**config.mk**
```make
export PLATFORM = sky130hd
export DESIGN_NAME = rv_decode_stage
export DESIGN_NICKNAME = d
export VERILOG_FILES = /design/src/rtl/rv_decode_pkg.sv /design/src/rtl/rv_imm_gen.sv /design/src/rtl/rv_decode_stage.sv
export SDC_FILE = /design/constraint.sdc
export NUM_CORES = 1
export LEC_CHECK = 0
export BUFFER_PORTS_ARGS = -buffer_cell sky130_fd_sc_hd__buf_2
export CORE_MARGIN = 2
export CORE_UTILIZATION = 55
export DETAILED_ROUTE_END_ITERATION = 6
export GPL_ROUTABILITY_DRIVEN = 0
export GPL_TIMING_DRIVEN = 0
export PLACE_DENSITY = 0.83
export SETUP_SLACK_MARGIN = 0.05
export SLEW_MARGIN = 20
export SYNTH_ARGS = -nofsm -noshare
export SYNTH_HDL_FRONTEND = slang
export SYNTH_SLANG_ARGS = --single-unit
```
**constraint.sdc**
```tcl
create_clock -name clk -period 6.4 [get_ports clk]
set_input_delay 0.96 -clock clk [delete_from_list [all_inputs] [get_ports clk]]
set_output_delay 0.96 -clock clk [all_outputs]
set_load 0.005 [all_outputs]
```
**src/rtl/rv_decode_pkg.sv**
```systemverilog
// Shared decode types: base opcodes, instruction format tag
// and the decoded-entry bundle held in the stage registers.
package rv_decode_pkg;

    localparam logic [6:0] OP_LUI    = 7'b0110111;
    localparam logic [6:0] OP_AUIPC  = 7'b0010111;
    localparam logic [6:0] OP_JAL    = 7'b1101111;
    localparam logic [6:0] OP_JALR   = 7'b1100111;
    localparam logic [6:0] OP_BRANCH = 7'b1100011;
    localparam logic [6:0] OP_LOAD   = 7'b0000011;
    localparam logic [6:0] OP_STORE  = 7'b0100011;
    localparam logic [6:0] OP_IMM    = 7'b0010011;
    localparam logic [6:0] OP_IMM32  = 7'b0011011;
    localparam logic [6:0] OP_OP     = 7'b0110011;
    localparam logic [6:0] OP_OP32   = 7'b0111011;
    localparam logic [6:0] OP_FENCE  = 7'b0001111;
    localparam logic [6:0] OP_SYSTEM = 7'b1110011;

    typedef enum logic [2:0] {
        FMT_R    = 3'd0,
        FMT_I    = 3'd1,
        FMT_S    = 3'd2,
        FMT_B    = 3'd3,
        FMT_U    = 3'd4,
        FMT_J    = 3'd5,
        FMT_NONE = 3'd6
    } fmt_e;

    // XLEN-wide pc/imm live beside this bundle in the stage
    typedef struct packed {
        logic [6:0] opcode;
        logic [4:0] rd;
        logic [4:0] rs1;
        logic [4:0] rs2;
        logic [2:0] funct3;
        logic [6:0] funct7;
        fmt_e       fmt;
        logic       illegal;
    } dec_t;

endpackage

```
**src/rtl/rv_imm_gen.sv**
```systemverilog
// Combinational format classifier and sign-extended
// immediate generator for the RV32I/RV64I base formats.
module rv_imm_gen
    import rv_decode_pkg::*;
#(
    parameter int XLEN = 32
) (
    input  logic [31:0]     i_instr,
    output logic [XLEN-1:0] o_imm,
    output fmt_e            o_fmt,
    output logic            o_illegal
);

    logic [6:0]      w_opc;
    logic [XLEN-1:0] w_imm_i;
    logic [XLEN-1:0] w_imm_s;
    logic [XLEN-1:0] w_imm_b;
    logic [XLEN-1:0] w_imm_u;
    logic [XLEN-1:0] w_imm_j;
    logic            w_rv64;

    assign w_opc  = i_instr[6:0];
    assign w_rv64 = (XLEN == 64);

    assign w_imm_i = XLEN'($signed(i_instr[31:20]));
    assign w_imm_s = XLEN'($signed({i_instr[31:25],
                                    i_instr[11:7]}));
    assign w_imm_b = XLEN'($signed({i_instr[31], i_instr[7],
                                    i_instr[30:25],
                                    i_instr[11:8], 1'b0}));
    assign w_imm_u = XLEN'($signed({i_instr[31:12], 12'b0}));
    assign w_imm_j = XLEN'($signed({i_instr[31],
                                    i_instr[19:12],
                                    i_instr[20],
                                    i_instr[30:21], 1'b0}));

    always_comb begin
        o_fmt = FMT_NONE;
        unique case (w_opc)
            OP_OP:     o_fmt = FMT_R;
            OP_OP32:   o_fmt = w_rv64 ? FMT_R : FMT_NONE;
            OP_IMM32:  o_fmt = w_rv64 ? FMT_I : FMT_NONE;
            OP_IMM, OP_LOAD, OP_JALR,
            OP_SYSTEM, OP_FENCE:
                       o_fmt = FMT_I;
            OP_STORE:  o_fmt = FMT_S;
            OP_BRANCH: o_fmt = FMT_B;
            OP_LUI, OP_AUIPC:
                       o_fmt = FMT_U;
            OP_JAL:    o_fmt = FMT_J;
            default:   o_fmt = FMT_NONE;
        endcase
    end

    always_comb begin
        o_imm = '0;
        unique case (o_fmt)
            FMT_I:   o_imm = w_imm_i;
            FMT_S:   o_imm = w_imm_s;
            FMT_B:   o_imm = w_imm_b;
            FMT_U:   o_imm = w_imm_u;
            FMT_J:   o_imm = w_imm_j;
            default: o_imm = '0;
        endcase
    end

    assign o_illegal = (o_fmt == FMT_NONE) ||
                       (i_instr[1:0] != 2'b11);

endmodule

```
**src/rtl/rv_decode_stage.sv**
```systemverilog
// Registered decode stage with optional 2-entry skid buffer
// between fetch and register-read/issue.
module rv_decode_stage
    import rv_decode_pkg::*;
#(
    parameter int XLEN    = 32,
    parameter bit SKID_EN = 1'b1
) (
    input  logic            clk,
    input  logic            rst_n,
    input  logic            flush,
    input  logic            in_valid,
    output logic            in_ready,
    input  logic [31:0]     in_instr,
    input  logic [XLEN-1:0] in_pc,
    output logic            out_valid,
    input  logic            out_ready,
    output logic [XLEN-1:0] out_pc,
    output logic [6:0]      out_opcode,
    output logic [4:0]      out_rd,
    output logic [4:0]      out_rs1,
    output logic [4:0]      out_rs2,
    output logic [2:0]      out_funct3,
    output logic [6:0]      out_funct7,
    output logic [XLEN-1:0] out_imm,
    output logic [2:0]      out_fmt,
    output logic            out_illegal
);

    dec_t            w_dec;
    logic [XLEN-1:0] w_imm;
    fmt_e            w_fmt;
    logic            w_illegal;
    logic            w_in_fire;
    logic            w_out_free;

    dec_t            r_out;
    logic [XLEN-1:0] r_out_pc;
    logic [XLEN-1:0] r_out_imm;
    logic            r_out_valid;
    dec_t            r_skid;
    logic [XLEN-1:0] r_skid_pc;
    logic [XLEN-1:0] r_skid_imm;
    logic            r_skid_valid;

    rv_imm_gen #(.XLEN(XLEN)) u_imm_gen (
        .i_instr   (in_instr),
        .o_imm     (w_imm),
        .o_fmt     (w_fmt),
        .o_illegal (w_illegal)
    );

    always_comb begin
        w_dec         = '0;
        w_dec.opcode  = in_instr[6:0];
        w_dec.rd      = in_instr[11:7];
        w_dec.funct3  = in_instr[14:12];
        w_dec.rs1     = in_instr[19:15];
        w_dec.rs2     = in_instr[24:20];
        w_dec.funct7  = in_instr[31:25];
        w_dec.fmt     = w_fmt;
        w_dec.illegal = w_illegal;
    end

    assign in_ready   = SKID_EN ? !r_skid_valid
                                : (!r_out_valid || out_ready);
    assign w_in_fire  = in_valid && in_ready;
    assign w_out_free = !r_out_valid || out_ready;

    always_ff @(posedge clk) begin
        if (!rst_n) begin
            r_out        <= '0;
            r_out.fmt    <= FMT_NONE;
            r_out_pc     <= '0;
            r_out_imm    <= '0;
            r_out_valid  <= 1'b0;
            r_skid       <= '0;
            r_skid.fmt   <= FMT_NONE;
            r_skid_pc    <= '0;
            r_skid_imm   <= '0;
            r_skid_valid <= 1'b0;
        end else if (flush) begin
            r_out_valid  <= 1'b0;
            r_skid_valid <= 1'b0;
        end else if (w_out_free) begin
            // skid is older than anything on the input
            if (r_skid_valid) begin
                r_out        <= r_skid;
                r_out_pc     <= r_skid_pc;
                r_out_imm    <= r_skid_imm;
                r_out_valid  <= 1'b1;
                r_skid_valid <= 1'b0;
            end else if (w_in_fire) begin
                r_out       <= w_dec;
                r_out_pc    <= in_pc;
                r_out_imm   <= w_imm;
                r_out_valid <= 1'b1;
            end else begin
                r_out_valid <= 1'b0;
            end
        end else if (SKID_EN && w_in_fire) begin
            r_skid       <= w_dec;
            r_skid_pc    <= in_pc;
            r_skid_imm   <= w_imm;
            r_skid_valid <= 1'b1;
        end
    end

    assign out_valid   = r_out_valid;
    assign out_pc      = r_out_pc;
    assign out_opcode  = r_out.opcode;
    assign out_rd      = r_out.rd;
    assign out_rs1     = r_out.rs1;
    assign out_rs2     = r_out.rs2;
    assign out_funct3  = r_out.funct3;
    assign out_funct7  = r_out.funct7;
    assign out_imm     = r_out_imm;
    assign out_fmt     = r_out.fmt;
    assign out_illegal = r_out.illegal;

endmodule

```
Word-level counts from Yosys, hierarchy flattened
Cells that the tools add are included. Widths: inputs -> output; s select.

Bitwise logic cells: 3. Equality and inequality tests: 18. Muxes and demuxes: 10. Reductions and logical operators: 12.

Operator list (number): $pmux 32 s5 (1); $mux 32 (4); $mux 36 (2); $eq 7x7->1 const B (4); $eq 7x6->1 const B (3); $pmux 3 s6 (1); $eq 7x5->1 const B (2); $eq 3x3->1 const B (3); $eq 7x2->1 const B (1); $eq 7x4->1 const B (1); $eq 3x2->1 const B (2); $reduce_and 3->1 (2); $reduce_or 5->1 (1); $reduce_or 2->1 (2); $eq 3x1->1 const B (1); $not 1->1 (3); $reduce_or 3->1 (1); $logic_not 1->1 (2); $logic_or 1x1->1 (2); $mux 1 (2); $ne 2x2->1 const B (1); $reduce_bool 2->1 (1); $logic_and 1x1->1 (1).

Bits of input ports: 69. Register bits after elaboration: 202.

Logic depth before layout (Yosys ltp)
Gate-level depths: netlist (run 1).

Depth in word-level cells: 7. Depth in mapped cells: 12. Gate-level depth less buffers: 10.

By module
From an unflattened synthesis (run 1), not the netlist that was laid out.

Cell total of the unflattened synthesis: 998. Area, all modules: 9549.2 µm².

By module, submodules not included: rv_decode_stage (sequential area each 4043.9 µm², instances 1, area each 8869.8 µm², cells each 903); rv_imm_gen (sequential area each 0.0 µm², instances 1, area each 679.4 µm², cells each 95).

Least setup slack after synthesis (run 1)
OpenSTA, ideal clock, no wires.

Kind: input -> register. Start point: in in_instr[1]. End point: reg r_out_imm[19] (netlist: out_imm[19]). Setup slack: 3.014 ns. Setup time: 0.074 ns. Arrival: 3.312 ns. Stages on the path: 11. Path through: nand2_1 -> clkbuf_1 -> nor3_2 -> inv_1 -> ha_1 -> clkbuf_1 -> nand2b_1 -> nor4_1 -> nor3_1 -> o31a_1 -> a31oi_1.

Word-level cells in the longest chain between the ends: 7. Elaborated cells on any way between the ends: 22. Classes of those cells: eq/ne: 16; mux: 4; reduce/logical: 2.

Ends and longest elaborated chain: start, declared (line rv_decode_stage.sv:14) `input logic [31:0] in_instr,`; $eq 7x5->1, or another cell as far along (line rv_imm_gen.sv:39) `unique case (w_opc)`; $reduce_or 5->1 or $reduce_or 2->1 (tied branches) (line rv_imm_gen.sv:39); $pmux 3 s6 (*) (line rv_imm_gen.sv:39); $eq 3x3->1, or another cell as far along (line rv_imm_gen.sv:57) `unique case (o_fmt)`; $pmux 32 s5 (*) (line rv_imm_gen.sv:57); $mux 32 (*) (line rv_decode_stage.sv:93) `end else if (w_in_fire) begin`; $mux 32 (*) (line rv_decode_stage.sv:87) `if (r_skid_valid) begin`; end signal, assigned (line rv_decode_stage.sv:90) `r_out_imm <= r_skid_imm;`; end signal, assigned (line rv_decode_stage.sv:96) `r_out_imm <= w_imm;`; end, declared (line rv_decode_stage.sv:39) `logic [XLEN-1:0] r_out_imm;`.

Every way passes the cells marked *; elsewhere a longest branch is shown, timed or not. The select of a mux whose other input is x is not followed. A chain may end at the register's enable or synchronous reset.

Worst setup path in the final report (run 1)
Start point: in in_instr[1]. End point: reg r_skid_imm[16].

Word-level cells in the longest chain between the ends: 5. Elaborated cells on any way between the ends: 20. Classes of those cells: eq/ne: 16; mux: 2; reduce/logical: 2.

Ends and longest elaborated chain: $eq 7x5->1, or another cell as far along (line rv_imm_gen.sv:39); $reduce_or 5->1 or $reduce_or 2->1 (tied branches) (line rv_imm_gen.sv:39); $pmux 3 s6 (*) (line rv_imm_gen.sv:39); $eq 3x3->1, or another cell as far along (line rv_imm_gen.sv:57); $pmux 32 s5 (*) (line rv_imm_gen.sv:57); end signal, assigned (line rv_decode_stage.sv:104) `r_skid_imm <= w_imm;`; end, declared (line rv_decode_stage.sv:43) `logic [XLEN-1:0] r_skid_imm;`.

Every way passes the cells marked *; elsewhere a longest branch is shown, timed or not.

==> results_dict.tcl, run 1 <==
set metrics [dict create \
    logic_gate_share_of_total_power_pct 9.2 \
    worst_ep_required_time_ps 6840 \
    clock_power_share_pct 43.7 \
    number_of_global_route_vias_before_repair 8230 \
    fin_max_slew_vios 0 \
    library_cell_used_as_clock_root_buffer "clkbuf_16" \
    synth_warnings 0 \
    drc 0 \
    drtAntennaViolNets 0 \
    cellLeakagePower_uw 0.003913 \
    yosys_most_used_dff "dfxtp_1" \
    grt_start_max_net_pins 14 \
    clk_pin_slew_ps 60 \
    finClkSkew_ps 13.33 \
    clock_sinks 202 \
    antenna-diode-count 0 \
    layout-drive-gt1-share_pct 18.49 \
    placement.io_buffers 170 \
    synthCells 1043 \
    drt_first_iter_violations 895 \
    postRouteWirelength_um 27180 \
    finalCritPeriodShare_pct 61.63 \
    post_layout_nonfiller_instances 1460 \
    tritoncts "built" \
    dieArea_um2 16770 \
    critical_path.max_fanout 10 \
    power_per_cell_area_nw_per_um2 268.3 \
    share_of_total_power_consumed_by_net_switching_pct 24.41 \
    start_kind "input port" \
    starting_density_of_the_core_pct 56.57 \
    tns_ps 0 \
    ys_types 56 \
    seq_power_share_pct 47.1 \
    timing.max_slew.rel_slack_pct 44.37 \
    setup-violations-final 0 \
    post_cts_buffers 0 \
    post_cts_hold_buffer_count 0 \
    chipHeight_um 129.5 \
    mappedNetlistArea_um2 8663 \
    area_growth_pct 20.77 \
    hold_class "flip-flop to flip-flop" \
    total_of_cells_resized_after_clock_tree_synthesis 0 \
    intPower_uw 2122 \
    boundaryPins 171 \
    clock_latency_ps 500 \
    grt-ovfl-total 0 \
    final_critical_path_setup_slack_ps 2455 \
    via_per_inst 6.120 \
    grt_antenna_before_repair 2 \
    area_used_by_multi_input_combinational_logic_um2 4143 \
    clock_tree.htree_level_count 1 \
    detailedPlace.worstSlack_ps 2118 \
    maxClockFrequency_mhz 253.5 \
    result_of_the_run "completed" \
    numPlacedInstances 1424 \
    layout.nets 1306 \
    grt_setup_unrepaired "no" \
    synth_seq_cells 202 \
    hp-start "r_skid[22]$_SDFFE_PN0P_" \
    timing.rr.start "r_skid_valid$_SDFFE_PP0P_" \
    synth_seq_area_share_pct 46.68 \
    switching_power_uw 685.3 \
    synth-async-reset-ratio_pct 0 \
    worst_ir_drop_vdd_v 0.0001830 \
    setup.worst_path.class "input port to flip-flop" \
    first_drt_pass_iteration_count 6 \
    mappedNetlistNets 1113 \
    core-area_um2 15310 \
    critical_path.startpoint "in_instr[1]" \
    clockBufferDepth 3 \
    final_hold_viol_count 0 \
    layout.area.seq_um2 4044 \
    tightestPinTransition_ps 834.4 \
    cell_rows 45 \
    cp_endpoint_kind "flip-flop" \
    vias 8935 \
    fp.dieW_um 129.5 \
    groute.usage.overall_pct 31.21 \
    hpwl_um 19240 \
    critical_path_arrival_ps 4380 \
    max_cap_violations 0 \
    first_pass_grt_wire_length_um 41700 \
    finalWorstPathRequiredPeriod_ps 3945 \
    avgRoutedWirePerCell_um 18.61 \
    count_of_flip_flops_with_a_built_in_enable_after_synthesis 0 \
    mean_post_synth_cell_area_um2 8.306 \
    cts_buffers 21 \
    fillerInstances 1297 \
]
==> placed cells by master, fill, tap and decap left out, types with 7 or more instances in the layout <==
master / instances
nand3_1: 37
clkbuf_1: 76
o21ai_0: 55
clkbuf_16: 21
buf_2: 182
o211ai_1: 33
mux2i_1: 48
nor3_1: 11
nand2b_1: 7
a211oi_1: 52
a221o_1: 12
inv_1: 20
nand4_1: 14
nor2_1: 74
a31oi_1: 26
dfxtp_1: 202
a21oi_1: 93
a21o_1: 13
buf_1: 9
nand2_1: 186
o2111ai_1: 12
==> path summary, 6_finish.rpt <==
check	to	slack (ps)	depth (start not counted)
worst max register to register	out_rd[4]$_SDFFE_PN0P_	3740	8
worst min-delay path	r_skid[22]$_SDFFE_PN0P_	450	2
worst max-delay path	r_skid_imm[16]$_SDFFE_PN0P_	2460	12
worst min register to register	r_skid[22]$_SDFFE_PN0P_	450	2
==> cell usage after synthesis, types with 2 or more instances <==
| cell type | n | area, um^2 |
|---|---|---|
| nand4_1 | 14 | 87.58 |
| nor3_2 | 3 | 30.03 |
| buf_2 | 12 | 60.06 |
| o2111ai_1 | 12 | 105.1 |
| o21bai_1 | 2 | 15.01 |
| nor3_1 | 11 | 55.05 |
| nand3_1 | 37 | 185.2 |
| and4_1 | 2 | 17.52 |
| nor4_1 | 3 | 18.77 |
| nand2b_1 | 7 | 43.79 |
| nor3b_1 | 4 | 30.03 |
| o21ai_0 | 55 | 275.3 |
| dfxtp_1 | 202 | 4044 |
| a211oi_1 | 52 | 390.4 |
| a31oi_1 | 26 | 162.7 |
| inv_1 | 20 | 75.07 |
| o211ai_1 | 33 | 247.7 |
| inv_2 | 2 | 7.510 |
| or3_1 | 4 | 25.02 |
| nor2_1 | 74 | 277.8 |
| buf_1 | 9 | 33.78 |
| nand2_1 | 186 | 698.2 |
| mux2i_1 | 48 | 480.5 |
| buf_4 | 4 | 30.03 |
| o211a_1 | 2 | 20.02 |
| a21o_1 | 13 | 97.59 |
| nor2b_1 | 3 | 18.77 |
| a221o_1 | 12 | 120.1 |
| a21oi_1 | 93 | 465.5 |
| clkbuf_1 | 72 | 270.3 |
==> metrics by stage <==
step	total power, uW	instance area, um^2	util (%)	hold slack, ps
after floorplan	1476	8663	-	432.0
after global placement	1594	9778	63.85	438.7
after detailed placement	1600	9778	63.85	446.1
after CTS	2799	10460	68.32	454.2
after global routing	2886	10460	68.32	467.1
final	2807	10460	68.32	452.7
==> per-layer routing <==
| layer | GRT usage (%) | wire length [um] |
|---|---|---|
| met1 | 40.02 | 10660 |
| met2 | 50.74 | 12230 |
| met3 | 6.111 | 2943 |
| met4 | 14.99 | 1311 |
| met5 | 0 | 27 |
==> sequential cells by signal (all words and copies together) (netlist names) <==
register      count
r_skid           36
out_imm          32
out_pc           32
r_skid_imm       32
r_skid_pc        32
out_funct7        7
out_opcode        7
out_rd            5
out_rs1           5
out_rs2           5
out_fmt           3
out_funct3        3
out_illegal       1
out_valid         1
r_skid_valid      1
==> worst max-delay path, cell delays in order <==
cell and delay (ps):
buf_2 110, nand2_1 150, clkbuf_1 260, nor3_2 530, inv_1 250, ha_1 330, clkbuf_1 340, nand2b_1 110
nor4_1 440, nor3_1 180, nor3_2 510, a221o_1 190
==> cell families (layout without fill, tap and decap cells) <==
kind of cell | after synthesis | count (layout) | synth area share, %
AND/OR/NAND/NOR | 357 | 357 | 18.23
AO/OA/AOI/OAI | 314 | 314 | 23.67
flip-flops | 202 | 202 | 46.68
buffers and inverters | 119 | 325 | 5.503
multiplexers | 49 | 49 | 5.676
adder cells (fa/ha/maj) | 1 | 1 | 0.1444
XOR/XNOR | 1 | 1 | 0.1011
==> final cells by class <==
type | count | share of cell area, %
buffer | 97 | 3.767
clock buffer | 29 | 5.692
clock inverter | 7 | 0.8491
inverter | 22 | 0.7893
multi-input combinational | 722 | 39.60
sequential | 202 | 38.65
tap | 211 | 2.523
timing repair buffer | 170 | 8.132
==> power groups by stage <==
stage	sequential, uW	clock, uW	combinational [uW]
after global routing	1330	1280	281
after global placement	1350	0	247
after detailed placement	1350	0	252
after floorplan	1350	0	126
after CTS	1320	1220	254
final	1320	1230	259
(Power assumes the default switching activity.)
==> inputs of run 2 (changes only) <==
Clock period 6.4 ns to 3.7 ns, I/O delays scaled along.
==> results_dict.tcl, run 2 (synthesis results as in run 1) <==
set metrics [dict create \
    total_of_cells_resized_after_clock_tree_synthesis 0 \
    finalWorstPathRequiredPeriod_ps 3531 \
    final_critical_path_setup_slack_ps 169.4 \
    cell_rows 45 \
    grt-ovfl-total 0 \
    chipHeight_um 129.5 \
    finalCritPeriodShare_pct 95.42 \
    critical_path.max_fanout 10 \
    clockBufferDepth 3 \
    detailedPlace.worstSlack_ps -177.0 \
    post_cts_buffers 0 \
    hold_class "input port to flip-flop" \
    cell_depth_of_the_worst_hold_path 3 \
    fillerInstances 1291 \
    power_per_cell_area_nw_per_um2 464.0 \
    setup-violations-final 0 \
    number_of_global_route_vias_before_repair 8230 \
    utilization_pct 68.36 \
    library_cell_used_as_clock_root_buffer "clkbuf_16" \
    number_of_cells_on_the_worst_reg_to_reg_path 8 \
    post_layout_nonfiller_instances 1460 \
    max_cap_violations 0 \
    cp_endpoint_kind "flip-flop" \
    finClkSkew_ps 12.61 \
    grt_start_max_net_pins 14 \
    tritoncts "built" \
    largest_register_ffs 36 \
    clock_latency_ps 500 \
    numPlacedInstances 1424 \
    worst_ep_required_time_ps 4140 \
    antenna-diode-count 0 \
    drtAntennaViolNets 0 \
    regMostFlops "r_skid" \
    cellLeakagePower_uw 0.003920 \
    fin_max_slew_vios 0 \
    first_drt_pass_iteration_count 7 \
    post_cts_hold_buffer_count 0 \
    hold-worst-slack_ps 295.8 \
    hpwl_um 19240 \
    start_kind "input port" \
    groute.usage.overall_pct 31.21 \
    vias 8963 \
    fp.dieW_um 129.5 \
    tightestPinTransition_ps 823.9 \
    grt_setup_unrepaired "no" \
    via_per_inst 6.139 \
    timing.max_slew.rel_slack_pct 45.07 \
    critical_path.startpoint "in_instr[1]" \
    postRouteWirelength_um 27410 \
    boundaryPins 171 \
    layout.nets 1306 \
    power_uw 4857 \
    drt_first_iter_violations 786 \
    clock_tree.htree_level_count 1 \
    maxClockFrequency_mhz 283.2 \
    setup.worst_path.class "input port to flip-flop" \
    commonest_non_fill_non_tap_cells_in_the_layout "dfxtp_1 (202), nand2_1 (186), buf_2 (182)" \
    avgRoutedWirePerCell_um 18.77 \
    first_pass_grt_wire_length_um 41700 \
    final_hold_viol_count 0 \
    critical_path_arrival_ps 3970 \
    area_growth_pct 20.84 \
    worst_ir_drop_vdd_v 0.0003158 \
    drc 0 \
    end_point_of_the_critical_path "r_skid_imm[12]$_SDFFE_PN0P_" \
    cts_buffers 21 \
    clk_pin_slew_ps 60 \
    result_of_the_run "completed" \
    layout-drive-gt1-share_pct 18.49 \
    grt_antenna_before_repair 2 \
    timing.rr.start "r_skid_valid$_SDFFE_PP0P_" \
    mostFrequentLayoutCell "dfxtp_1" \
    core-area_um2 15310 \
    r2r-end "out_rs2[4]$_SDFFE_PN0P_" \
    placement.io_buffers 170 \
    dieArea_um2 16770 \
    register_to_register_path_setup_slack_ps 1000 \
    clock_sinks 202 \
    starting_density_of_the_core_pct 56.57 \
]
## run 2: changes by cell type in the layout (fill, tap and decap cells not counted)
| cell | before | now |
|---|---|---|
| nor3_4 | 0 | 1 |
| nor3_2 | 3 | 2 |
## run 2: power by group
group          switching (uW)  internal [uW]
sequential               37.2           2250
combinational             289            161
clock                     860           1260
total                    1190           3670
## run 2: worst min-delay path by stage
stage | startpoint | end
2_1_floorplan | r_skid_imm[10]$_SDFFE_PN0P_ | r_skid_imm[10]$_SDFFE_PN0P_
3_3_place_gp | r_skid_imm[10]$_SDFFE_PN0P_ | r_skid_imm[10]$_SDFFE_PN0P_
3_5_place_dp | r_skid_pc[19]$_SDFFE_PN0P_ | r_skid_pc[19]$_SDFFE_PN0P_
4_1_cts | in_pc[14] | r_skid_pc[14]$_SDFFE_PN0P_
5_1_grt | in_pc[26] | r_skid_pc[26]$_SDFFE_PN0P_
6_report | in_pc[14] | r_skid_pc[14]$_SDFFE_PN0P_
## run 2: worst max-delay path, cell delays in order
cell and delay [ps]:
buf_2 110, nand2_1 150, clkbuf_1 280, nor3_4 420, inv_1 210, ha_1 320, clkbuf_1 360, nand2b_1 150
nor4_1 520, nor3_1 190, nor3_2 520, a221o_1 190
## run 2: layout make-up
cell class | count | area (um^2) | share of cell area, %
inverter | 22 | 82.58 | 0.7888
multi-input combinational | 722 | 4149 | 39.63
buffer | 97 | 394.1 | 3.765
tap | 211 | 264.0 | 2.522
clock buffer | 29 | 595.6 | 5.689
sequential | 202 | 4044 | 38.63
timing repair buffer | 170 | 850.8 | 8.127
clock inverter | 7 | 88.84 | 0.8486
## run 2: metrics by stage
stage,area (um^2),TNS [ps]
after global placement,9778,-525.9
after global routing,10470,0
final,10470,0
after floorplan,8663,0
after CTS,10460,0
after detailed placement,9778,-1898
## run 2: layer usage
| layer | up-vias | track usage (%) | wire [um] | share of wire (%) |
|---|---|---|---|---|
| met4 | 4 | 14.99 | 1324 | 4.8 |
| li1 | 4102 | - | - | - |
| met2 | 560 | 50.74 | 12260 | 45 |
| met5 | - | 0 | 27 | 0.099 |
| met1 | 4175 | 40.02 | 10810 | 39 |
| met3 | 122 | 6.111 | 2988 | 11 |
